<file path="src/rtl/dmem_port_arbiter.sv">
// Two-port arbiter in front of the single-port data memory.
// Burst-limited ownership; read data is returned to the port that issued it.
module dmem_port_arbiter #(
   parameter int DATA_W    = 32,
   parameter int ADDR_W    = 9,
   parameter int MAX_BURST = 4,
   parameter bit CORE_PRIO = 1'b1
) (
   input  logic              clk,
   input  logic              reset,
   input  logic              req0,
   input  logic              req1,
   input  logic              we0,
   input  logic              we1,
   input  logic [ADDR_W-1:0] addr0,
   input  logic [ADDR_W-1:0] addr1,
   input  logic [DATA_W-1:0] wdata0,
   input  logic [DATA_W-1:0] wdata1,
   output logic              gnt0,
   output logic              gnt1,
   output logic              rvalid0,
   output logic              rvalid1,
   output logic [DATA_W-1:0] rdata0,
   output logic [DATA_W-1:0] rdata1,
   output logic              wr,
   output logic              rd,
   output logic [ADDR_W-1:0] addr,
   output logic [DATA_W-1:0] wr_data,
   input  logic [DATA_W-1:0] rd_data,
   output logic [1:0]        owner
);

   localparam int CW = $clog2(MAX_BURST + 1);
   localparam logic [CW-1:0] MAXC = CW'(MAX_BURST);

   typedef enum logic [1:0] {
      OWN_NONE = 2'b00,
      OWN_P0   = 2'b01,
      OWN_P1   = 2'b10
   } owner_e;

   owner_e          owner_q, owner_d;
   logic [CW-1:0]   cnt_q, cnt_d;
   logic            last_q, last_d;
   logic            rpend_q, rpend_d;
   logic            rport_q, rport_d;
   logic            win0, win1;

   always_comb begin
      win0 = 1'b0;
      win1 = 1'b0;
      if (owner_q == OWN_P0 && req0) begin
         if (!req1 || cnt_q < MAXC) win0 = 1'b1;
         else                       win1 = 1'b1;
      end else if (owner_q == OWN_P1 && req1) begin
         if (!req0 || cnt_q < MAXC) win1 = 1'b1;
         else                       win0 = 1'b1;
      end else if (req0 && req1) begin
         // last_q: 1 = port1 was last owner
         if (CORE_PRIO || last_q) win0 = 1'b1;
         else                     win1 = 1'b1;
      end else begin
         win0 = req0;
         win1 = req1;
      end
   end

   assign gnt0 = win0 & reset;
   assign gnt1 = win1 & reset;

   assign wr      = (gnt0 & we0) | (gnt1 & we1);
   assign rd      = (gnt0 & ~we0) | (gnt1 & ~we1);
   assign addr    = gnt0 ? addr0  : (gnt1 ? addr1  : '0);
   assign wr_data = gnt0 ? wdata0 : (gnt1 ? wdata1 : '0);

   assign rvalid0 = rpend_q & ~rport_q;
   assign rvalid1 = rpend_q & rport_q;
   assign rdata0  = rvalid0 ? rd_data : '0;
   assign rdata1  = rvalid1 ? rd_data : '0;
   assign owner   = owner_q;

   always_comb begin
      owner_d = OWN_NONE;
      cnt_d   = '0;
      last_d  = last_q;
      rpend_d = rd;
      rport_d = gnt1;
      if (gnt0)      owner_d = OWN_P0;
      else if (gnt1) owner_d = OWN_P1;
      if (gnt0 || gnt1) begin
         last_d = gnt1;
         if (owner_d != owner_q) cnt_d = CW'(1);
         else if (cnt_q == MAXC) cnt_d = cnt_q;
         else                    cnt_d = cnt_q + 1'b1;
      end
   end

   always_ff @(posedge clk or negedge reset) begin
      if (!reset) begin
         owner_q <= OWN_NONE;
         cnt_q   <= '0;
         last_q  <= 1'b1;
         rpend_q <= 1'b0;
         rport_q <= 1'b0;
      end else begin
         owner_q <= owner_d;
         cnt_q   <= cnt_d;
         last_q  <= last_d;
         rpend_q <= rpend_d;
         rport_q <= rport_d;
      end
   end

endmodule

</file>
<file path="config.mk">
export PLATFORM = sky130hd
export DESIGN_NAME = dmem_port_arbiter
export DESIGN_NICKNAME = d
export VERILOG_FILES = /design/src/rtl/dmem_port_arbiter.sv
export SDC_FILE = /design/constraint.sdc
export NUM_CORES = 1
export LEC_CHECK = 0
export CORE_AREA = 2 2 90 92
export DETAILED_ROUTE_END_ITERATION = 7
export DIE_AREA = 0 0 92 94
export GPL_TIMING_DRIVEN = 0
export PLACE_DENSITY = 0.75
export SLEW_MARGIN = 20
export SYNTH_ARGS = -nofsm -noshare
export SYNTH_HDL_FRONTEND = slang
export SYNTH_SLANG_ARGS = --single-unit
</file>
<file path="constraint.sdc">
create_clock -name clk -period 2.4 [get_ports clk]
set_input_delay 0.36 -clock clk [delete_from_list [all_inputs] [get_ports clk]]
set_output_delay 0.36 -clock clk [all_outputs]
set_load 0.05 [all_outputs]
</file>
Word-level counts from Yosys, hierarchy flattened
Cells that the tools add are included.
{"block": "word_totals", "register_bits": 7, "in_bits": 120, "out_inout_bits": 113, "word_cells": 53}
{"block": "op_classes", "n_addsub": 1, "order_cmp": 1, "eq_ne": 5, "n_mux": 21, "bitwise": 13, "n_reduce_logical": 8}
{"operator": "32-bit two-way mux", "count": 4}
{"operator": "9-bit two-way mux", "count": 2}
{"operator": "1-bit two-way mux", "count": 10}
{"operator": "3-bit two-way mux", "count": 3}
{"operator": "1-bit bitwise AND", "count": 8}
{"operator": "2-bit two-way mux", "count": 2}
{"operator": "3-bit by 1-bit adder with 3-bit output, second input constant", "count": 1}
{"operator": "3-bit == test, second input constant", "count": 1}
{"operator": "1-bit logical AND", "count": 3}
{"operator": "1-bit logical OR", "count": 3}
{"operator": "3-bit less-than comparator, second input constant", "count": 1}
{"operator": "3-bit inequality test, second input constant", "count": 1}
{"operator": "1-bit inverter", "count": 3}
{"operator": "2-bit by 1-bit == test with 1-bit output, second input constant", "count": 1}
{"operator": "2-bit == test, second input constant", "count": 1}
{"operator": "1-bit zero test", "count": 2}
{"operator": "2-bit inequality test", "count": 1}
{"operator": "1-bit OR", "count": 2}

Depth between registers and ports, before layout
{"block": "depth", "ltp_word": 11, "depth_mapped": 7, "depth_no_buf": 6}

Worst setup path after synthesis
No wires, ideal clock.
{"block": "synth_timing", "path_kind": "register to output", "startpoint": "reg owner_q[1], in the netlist owner[1]", "endpoint": "out rd", "arrival_ps": 2164, "required_ps": 2040, "slack_ps": -124, "path_stages_with_launch": 6, "path_buffers": 1, "cell_sequence": "dfrtp_1 -> or3b_4 -> a31oi_4 -> buf_6 -> inv_2 -> o22ai_2"}
{"block": "synth_between", "elab_chain_cells": 7, "elab_cells_between_ends": 13, "cone_classes": "2 x eq/ne; 4 x mux; 5 x bitwise; 2 x reduce/logical"}
{"item": "from (decl)", "line_no": "42", "rtl": "owner_e owner_q, owner_d;"}
{"item": "from (signal assigned)", "line_no": "106", "rtl": "owner_q <= owner_d;"}
{"item": "2-bit == test", "line_no": "55", "rtl": "end else if (owner_q == OWN_P1 && req1) begin"}
{"item": "1-bit logical AND", "line_no": "55"}
{"item": "1-bit two-way mux", "line_no": "55"}
{"item": "1-bit two-way mux *", "line_no": "52", "rtl": "if (owner_q == OWN_P0 && req0) begin"}
{"item": "1-bit bitwise AND *", "line_no": "69", "rtl": "assign gnt1 = win1 & reset;"}
{"item": "named net gnt1", "line_no": "20", "rtl": "output logic gnt1,"}
{"item": "1-bit bitwise AND *", "line_no": "72", "rtl": "assign rd = (gnt0 & ~we0) | (gnt1 & ~we1);"}
{"item": "1-bit OR *", "line_no": "72"}
{"item": "to (decl)", "line_no": "26", "rtl": "output logic rd,"}
Mark *: on every way through the listed nets, which the timed path passes. The rest lies on a longest branch.

Worst setup path after layout
{"block": "layout_timing", "startpoint": "reg cnt_q[2]", "endpoint": "out wr_data[26]"}
{"block": "layout_between", "elab_chain_cells": 8, "elab_cells_between_ends": 15, "cone_classes": "1 x order compare; 10 x mux; 2 x bitwise; 2 x reduce/logical"}
{"item": "from (decl)", "line_no": "43", "rtl": "logic [CW-1:0] cnt_q, cnt_d;"}
{"item": "from (signal assigned)", "line_no": "107", "rtl": "cnt_q <= cnt_d;"}
{"item": "3-bit less-than comparator *", "line_no": "53, 56"}
{"item": "1-bit logical OR", "line_no": "56", "rtl": "if (!req0 || cnt_q < MAXC) win1 = 1'b1;"}
{"item": "1-bit two-way mux", "line_no": "56"}
{"item": "1-bit two-way mux", "line_no": "55"}
{"item": "1-bit two-way mux", "line_no": "52"}
{"item": "1-bit bitwise AND", "line_no": "69"}
{"item": "32-bit two-way mux", "line_no": "74", "rtl": "assign wr_data = gnt0 ? wdata0 : (gnt1 ? wdata1 : '0);"}
{"item": "32-bit two-way mux *", "line_no": "74"}
{"item": "to (decl)", "line_no": "28", "rtl": "output logic [DATA_W-1:0] wr_data,"}
Mark *: on every way between the ends. The rest lies on a longest branch, timed or not.

==> impl_metrics.json <==
{
  "outcome": "finished, final reports clean",
  "cp_max_fo": 8,
  "route.detailed.drc": 0,
  "worst_slack_ps": 26.7,
  "start_util": 0.172,
  "die_h_um": 94,
  "worstPathRequired_ps": 2040,
  "boundaryPins": 233,
  "antenna_found_initial": 0,
  "num_rows": 32,
  "cp.arrival_ps": 2010,
  "synthesis.instances": 167,
  "viasPerCell": 4.50,
  "yosys.area.top_type": "a22o_1",
  "grt_max_degree": 12,
  "grt_pass1_vias": 2331,
  "clk_pin_slew_worst_paths_ps": 40,
  "synth_area_leaders": "a22o_1 (28%), and2_1 (16%), and3_1 (16%)",
  "hold_buffers": 0,
  "ys_seq_area_frac": 0.134,
  "htree_levels": 1,
  "dpl-instance-area_sq_um": 3780,
  "areaGrowthSynthToFinish_pct": 206,
  "place_ws_ps": -912,
  "synthDominantCellAreaShare": 0.281,
  "cts_buffers": 3,
  "antenna_left": 0,
  "root_buffer": "clkbuf_8",
  "fillers": 719,
  "crit_chain": "buf_6, or3b_4, nand2_2, a21o_4, inv_8, clkbuf_16, a22o_4, buf_8",
  "wire_per_inst_um": 15.7,
  "coreArea_sq_um": 7610,
  "max_freq_mhz": 421,
  "syn_area_sq_um": 1310,
  "cp_top_family": "buffers and inverters",
  "peakVddDrop_uv": 231,
  "fin_area_sq_um": 4010,
  "die_area_sq_um": 8650,
  "grt-ovfl-total": 0,
  "synth-seq-cells": 7,
  "ys_warn_count": 0,
  "drv_cap": 0,
  "final.setup_skew_ps": 0.698,
  "drv_slew": 0,
  "cts_max_path_buffers": 2,
  "drt_iter0_drc": 33,
  "crit_path_top_delay_cell": "or3b_4",
  "rsz0062_at_grt": "true",
  "ys_types": 27,
  "finalHoldViolations": 0,
  "grt.total_usage": 0.168,
  "setup_viol": 0,
  "syn_area_per_cell_sq_um": 7.84,
  "wl_um": 7990,
  "final_cell_mix": "clkdlybuf4s50_1 (124), buf_6 (41), a22o_1 (34)",
  "place_congestion": 0.829,
  "worstMarginPinSlew_ps": 557,
  "worstSkewPairLatency_ps": 230,
  "maxSlewHeadroom": 0.630,
  "vias": 2287,
  "final_util": 0.527,
  "multi_input_area_sq_um": 1040,
  "end_kind": "output port",
  "io_buffers": 232,
  "antenna_cells": 0,
  "fin_crit_ps": 2370,
  "cts_tree": "built",
  "first_pass_iters": 4,
  "finalCritPeriodShare": 0.989,
  "dpl.hpwl_um": 6800,
  "seq_area_sq_um": 175,
  "critical_path_class": "flip-flop to output port",
  "p_leak_nw": 2.15,
  "drive_above_1_share": 0.266,
  "final_common_cell": "clkdlybuf4s50_1",
  "cp.buffers_inverters": 4,
  "hold_class": "input port to asynchronous set/reset pin",
  "syn-num-nets": 289,
  "setup_tns_ps": 0,
  "max_stage_delay_ps": 400,
  "die_x_um": 92,
  "nNetsFinal": 529,
  "power-per-cell-area_nw_per_um2": 285,
  "critPathLaunchType": "flip-flop",
  "power.total_mw": 1.14,
  "grt_pass1_wl_um": 11600,
  "cts_sinks": 7
}
worst paths after layout:
path,start,end,slack (ps),cells past startpoint
hold / removal,reset,owner[1],160,1
setup reg to reg,cnt_q[2],rpend_q,710,7
min in group clk,cnt_q[1],cnt_q[1],570,2
max in group asynchronous,reset,rport_q,1950,1
setup / recovery,cnt_q[2],wr_data[26],30,8
hold reg to reg,cnt_q[1],cnt_q[1],570,2
power by group:
group	internal [mW]	total [mW]	switching, mW
logic	0.389	0.840	0.451
clock network	0.115	0.172	0.0566
registers	0.124	0.131	0.00654
logic make-up (layout without fill, tap and decap cells):
logic type | Yosys count | after routing | share of synthesized area
AOI/OAI and AO/OA | 51 | 51 | 0.339
and+or+nand+nor | 83 | 83 | 0.383
buffers and inverters | 23 | 262 | 0.118
adders and majority gates | 2 | 2 | 0.0191
DFF | 7 | 7 | 0.134
xor gates and xnor gates | 1 | 1 | 0.00669
through the flow:
step | std cells | hold WS [ps]
finish | 508 | 161
CTS | 506 | 168
global route | 508 | 195
floorplan | 167 | 64.4
global placement | 501 | 560
detailed placement | 501 | 570
state kept, by name, summed over array words and instances (netlist names):
name	flops
owner	2
rpend_q	1
rport_q	1
cnt_q	3
what timing repair did:
action,4_1_cts,5_1_grt
resized for setup,326,154
hold endpoints to repair,0,0
setup endpoints to repair,90,79
pin swaps,2,19
setup buffers,1,1
cloned,0,1
layout make-up:
cell class,count,share of cell area
Tap cell,102,0.0319
Sequential cell,7,0.0437
Inverter,5,0.00781
Buffer,18,0.0378
Timing Repair Buffer,235,0.608
Clock buffer,4,0.0112
Multi-Input combinational cell,137,0.259
synth_stat cells:
| cell | count |
|---|---|
| nand2_1 | 7 |
| nor3_1 | 1 |
| or3b_4 | 1 |
| nand3b_1 | 1 |
| and3_1 | 33 |
| o21ai_1 | 1 |
| nand3_1 | 1 |
| and2_1 | 33 |
| ha_1 | 2 |
| nor3b_1 | 1 |
| inv_1 | 3 |
| a211oi_1 | 1 |
| a31oi_4 | 1 |
| a21oi_1 | 2 |
| a31oi_1 | 1 |
| nand2b_1 | 1 |
| o21ai_0 | 1 |
| nor2_1 | 2 |
| inv_2 | 2 |
| a22o_1 | 42 |
| o22ai_2 | 1 |
| xnor2_1 | 1 |
| dfrtp_1 | 7 |
| a21o_2 | 1 |
| nor2b_1 | 2 |
| clkbuf_1 | 9 |
| buf_6 | 9 |
per-layer routing:
metal	global-route usage	wire [um]
met1	0.178	2870
met2	0.327	4170
met3	0.0465	799
met4	0.0410	153
met5	0	0
(Power assumes the default switching activity.)
==> edit 1 (config.mk and constraints unchanged) <==
Set the parameter `ADDR_W` to 10 (it was 9).
--- a/src/rtl/dmem_port_arbiter.sv
+++ b/src/rtl/dmem_port_arbiter.sv
@@ -2,7 +2,7 @@
 // Burst-limited ownership; read data is returned to the port that issued it.
 module dmem_port_arbiter #(
    parameter int DATA_W    = 32,
-   parameter int ADDR_W    = 9,
+   parameter int ADDR_W    = 10,
    parameter int MAX_BURST = 4,
    parameter bit CORE_PRIO = 1'b1
 ) (
Ports: changed (resized addr, addr0 and addr1); port bits go from 233 to 236. The function was not compared with the original's and may differ.
==> edit 1 against the unedited design <==
  * Cell area decreased by 1.3%
  * Sequential cell count unchanged
  * Total power fell by 2.9%
  * Register-to-register slack improved by 100 ps
  * Critical endpoint is now wr_data[1]
  * Routed wire length fell by 1.6%
  * Clock skew hardly changed
  * Core utilization down 0.67 points
  * Count of clock-buffer cells in the layout did not move
  * Area after synthesis is 1.1% lower
  * Critical path type unchanged
  * Setup slack gained 53 ps
  * Sequential power is essentially flat
  * Combinational power down 2.9%
  * Die area is the same
==> edit 1: results (changes against the unedited design) <==
- The met2 usage is 34.9% (+2.3 points).
- The cell area after placement came to 3780 sq um (+0.20%).
- The pin count of the biggest net entering global routing is 13 (+1).
- The clock latency at the later pin of the worst-skew pair is 220 ps.
- The kind of critical path is reg -> out.
- The placed wire-length estimate after detailed placement is 6630 um (-2.6%).
- The site row count is 32 (unchanged).
- The post-synth net total is 295 (+2.1%).
- The instance count after placement with tap cells included was 507 (+1.2%).
- The met1 global-route usage is 15.1% (-2.7 points).
- The global placer's final weighted congestion was 0.839 (+1.2%).
- The dominant synthesized flop cell is dfrtp_1.
- The register clock-pin slew on the reported worst setup and hold paths is 40 ps (about the same).
- The register with the most flip-flops in the final layout is cnt_q.
- The final layout net count is 540 (+2.1%).
- The overall global routing resource usage was 16.4% (-0.43 points).
- The wire length of the first global-routing pass was 11500 um (-1.4%).
- The largest buffer count on any clock path is 2 (unchanged).
- The net switching component of the power is 0.501 mW (-2.6%).
- The count of H-tree levels built during CTS is 1 (unchanged).
- The cell count after synthesis is 171 (+2.4%).
- The slew at the pin closest to its max-slew limit is 529 ps (-28.0 ps).
- The number of antenna violations at the first check in global routing came to 0 (unchanged).
- The run finished with clean final reports.
- The distinct cell type count after synthesis is 27 (unchanged).
- The count of routing violations after the opening detailed-route iteration came to 34 (+3.0%).
- The worst-case reg-to-reg path depth is 5 (-2).
- The peak ir drop on the vdd network is 0.140 mV (-39%).
- The per-cell via count in the routed design is 4.47 (-0.71%).
- The largest driver fanout on the critical path is 10 (+2).
- The fraction of layout instances using a drive strength above 1 is 27.2% (+0.63 points).
- The clock buffer count from CTS is 3 (unchanged).
- The number of global-route vias before repair was 2329 (-0.086%).
- The startpoint identified for the worst register-to-register timing path is cnt_q[2].
- By area the synthesized netlist is led by a22o_1 (29%), and2_1 (16%), and3_1 (15%), dfrtp_1 (14%), clkbuf_1 (2.9%).
- In this run the clock root is driven by a clkbuf_8.
- The flip-flop count of the largest register, all copies and words added came to 3 (unchanged).
- The count of inserted antenna diode cells is 0 (unchanged).
- The length of the first detailed-routing pass in iterations is 4 (unchanged).
- The sequential area share after synthesis was 13.5% (+0.14 points).
- By count the netlist is led by a22o_1 (43), and2_1 (33), and3_1 (32).
- The clock tree skew after final layout was 0.328 ps (-0.371 ps).
- The number of warning messages in the yosys log is 0 (unchanged).
- The standby leakage power was 2.29 nW (+6.6%).
- The post-route non-filler standard cell count is 517 (+1.8%).
- The worst hold path belongs to the class in -> async.
- The met3 usage in global routing is 4.33% (-0.32 points).
- The quantity of I/O buffers inserted on ports came to 234 (+0.86%).
- The share of async-settable or async-resettable flops after synthesis is 100% (unchanged).
- The average routed wire per standard cell is 15.2 um (-3.3%).
## edit 1: stage by stage
step | setup WS (ps) | power (mW)
global route | 0.730 | 1.17
global placement | -1060 | 0.934
finish | 80.0 | 1.11
CTS | 0.205 | 1.12
detailed placement | -1130 | 0.941
floorplan | 99.7 | 0.548
## edit 1: what timing repair did
item,in CTS,in global routing
endpoints found under the setup margin,77,105
buffers inserted,3,4
hold endpoints to repair,0,0
gates resized for setup,375,58
pin swaps,3,4
## edit 1: cell families (layout without fill, tap and decap cells)
group,after synthesis,in the layout,share of synthesized area [%]
AND/OR/NAND/NOR,84,84,39.2
flip-flops,7,7,13.5
buffers and inverters,21,265,7.73
XOR/XNOR,2,2,1.35
AO/OA/AOI/OAI,55,55,36.2
adder cells (fa/ha/maj),2,2,1.93
## edit 1: power groups by stage
stage / Combinational (mW) / Clock (mW) / Sequential, mW
2_1_floorplan: 0.410 / 0 / 0.137
3_3_place_gp: 0.801 / 0 / 0.134
3_5_place_dp: 0.807 / 0 / 0.134
4_1_cts: 0.819 / 0.168 / 0.132
5_1_grt: 0.855 / 0.184 / 0.132
6_report: 0.816 / 0.163 / 0.131
## edit 1: critical path: stages (launching register included)
cell      delay, ps
dfrtp_2         440
or3b_4          430
a21boi_4        200
nor2_4           90
buf_4           180
a22o_1          250
buf_6           150
## edit 1: area by class of cell
cell class	count	area, sq um
Fill cell	725	3650
Timing Repair Buffer	241	2420
Multi-Input combinational cell	143	1050
Sequential cell	7	179
Tap cell	102	128
Buffer	18	121
Clock buffer	4	45.0
Inverter	2	7.51
## edit 1: worst paths after layout
path | end | slack, ps
setup / recovery | wr_data[1] | 80
max in group asynchronous | owner[1] | 2080
hold reg to reg | cnt_q[1] | 610
setup reg to reg | cnt_q[0] | 810
min in group clk | owner[1] | 570
hold / removal | cnt_q[2] | 90
## edit 1: metal layers
metal,wire (um),vias up
met5,0,-
li1,-,1131
met4,129,0
met1,2560,1009
met2,4350,158
met3,825,13
==> edit 2 (config.mk and constraints unchanged) <==
Made on the original files. Make the reset (`reset`) synchronous in one clocked block.
--- a/src/rtl/dmem_port_arbiter.sv
+++ b/src/rtl/dmem_port_arbiter.sv
@@ -95,7 +95,7 @@
       end
    end
 
-   always_ff @(posedge clk or negedge reset) begin
+   always_ff @(posedge clk) begin
       if (!reset) begin
          owner_q <= OWN_NONE;
          cnt_q   <= '0;
Behaviour: differs if reset is asserted again (counterexample within 4 cycles, from zero or initial values and one cycle with reset low); with reset held inactive, the same outputs for 10 cycles.
==> edit 2 against the unedited design <==
  * Sequential power barely moved
  * Area after synthesis fell by 3.4%
  * Total power down 6.9%
  * Setup slack improved by 61 ps
  * Sequential cell count is the same
  * Non-clock buffer count decreased by 2
  * Routed wire length shrank 2.4%
  * Cell area is 8.4% lower
  * Sequential share of layout area shrank 0.38 points
==> edit 2: results (changes against the unedited design) <==
- The fraction of layout instances using a drive strength above 1 is 26.2% (-0.44 points).
- The clock tree skew after final layout was 1.53 ps (+0.827 ps).
- The largest driver fanout on the critical path is 10 (+2).
- The global placer's final weighted congestion is 0.787 (-5.1%).
- The pin count of the biggest net entering global routing is 11 (-1).
- The quantity of I/O buffers inserted on ports is 231 (-0.43%).
- The final layout net count was 532 (+0.57%).
- The average routed wire per standard cell is 15.3 um (-3.0%).
- The number of global-route vias before repair is 2253 (-3.3%).
- The overall global routing resource usage is 15.8% (-0.97 points).
- The share of async-settable or async-resettable flops after synthesis is 0% (-100 points).
- The number of gates resized after cts is 303 (-7.1%).
- The remaining max-slew budget at the tightest pin was 64.3% (+1.3 points).
- The count of routing violations after the opening detailed-route iteration is 50 (+52%).
- The cell area after placement came to 3720 sq um (-1.4%).
- The routed wire length on met2 was 4140 um (-0.74%).
- The worst stage delay on the critical path is 550 ps (+150 ps).
- The signal arrival time at the worst endpoint is 1950 ps (-60 ps).
- The placed wire-length estimate after detailed placement is 6510 um (-4.3%).
- The launch point of the worst reg-to-reg path is cnt_q[0].
- The most critical setup path has its startpoint at reset.
- Among all flip-flop cells after synthesis, the most frequent one is dfxtp_1.
- The instance count after placement with tap cells included came to 506 (+1.0%).
- The met1 layer wirelength in the final routing is 2830 um (-1.5%).
- The flow ran to the end, and the final reports show no timing, DRC or antenna violations.
- The share of power burned in combinational logic is 71.7% (-1.8 points).
- The mean instance size in the synthesized netlist is 7.30 sq um (-6.8%).
[edit 2: cell families after synthesis]
kind of cell	after synthesis	share of synthesized area, %
AND/OR/NAND/NOR	84	40.4
AO/OA/AOI/OAI	57	38.0
buffers and inverters	21	7.13
flip-flops	7	11.1
XOR/XNOR	2	1.39
adder cells (fa/ha/maj)	2	1.98
[edit 2: layer usage]
layer  GRT usage [%]  up-vias
met1            16.7     1042
met5               0        -
met2            31.6      154
met4            3.36        0
li1                -     1123
met3            3.77       10
[edit 2: worst paths after layout]
kind,end,slack [ps],depth (start not counted)
setup / recovery,wr_data[7],90,7
hold / removal,cnt_q[1],500,2
setup reg to reg,cnt_q[0],840,6
hold reg to reg,cnt_q[1],500,2
[edit 2: final cells by class]
type | count | area (sq um)
multi-input cells | 145 | 1060
repair buffers | 233 | 2180
plain buffers | 18 | 98.8
fillers | 750 | 3940
inverters | 2 | 7.51
well taps | 102 | 128
clock buffers | 4 | 45.0
flip-flops and latches | 7 | 146
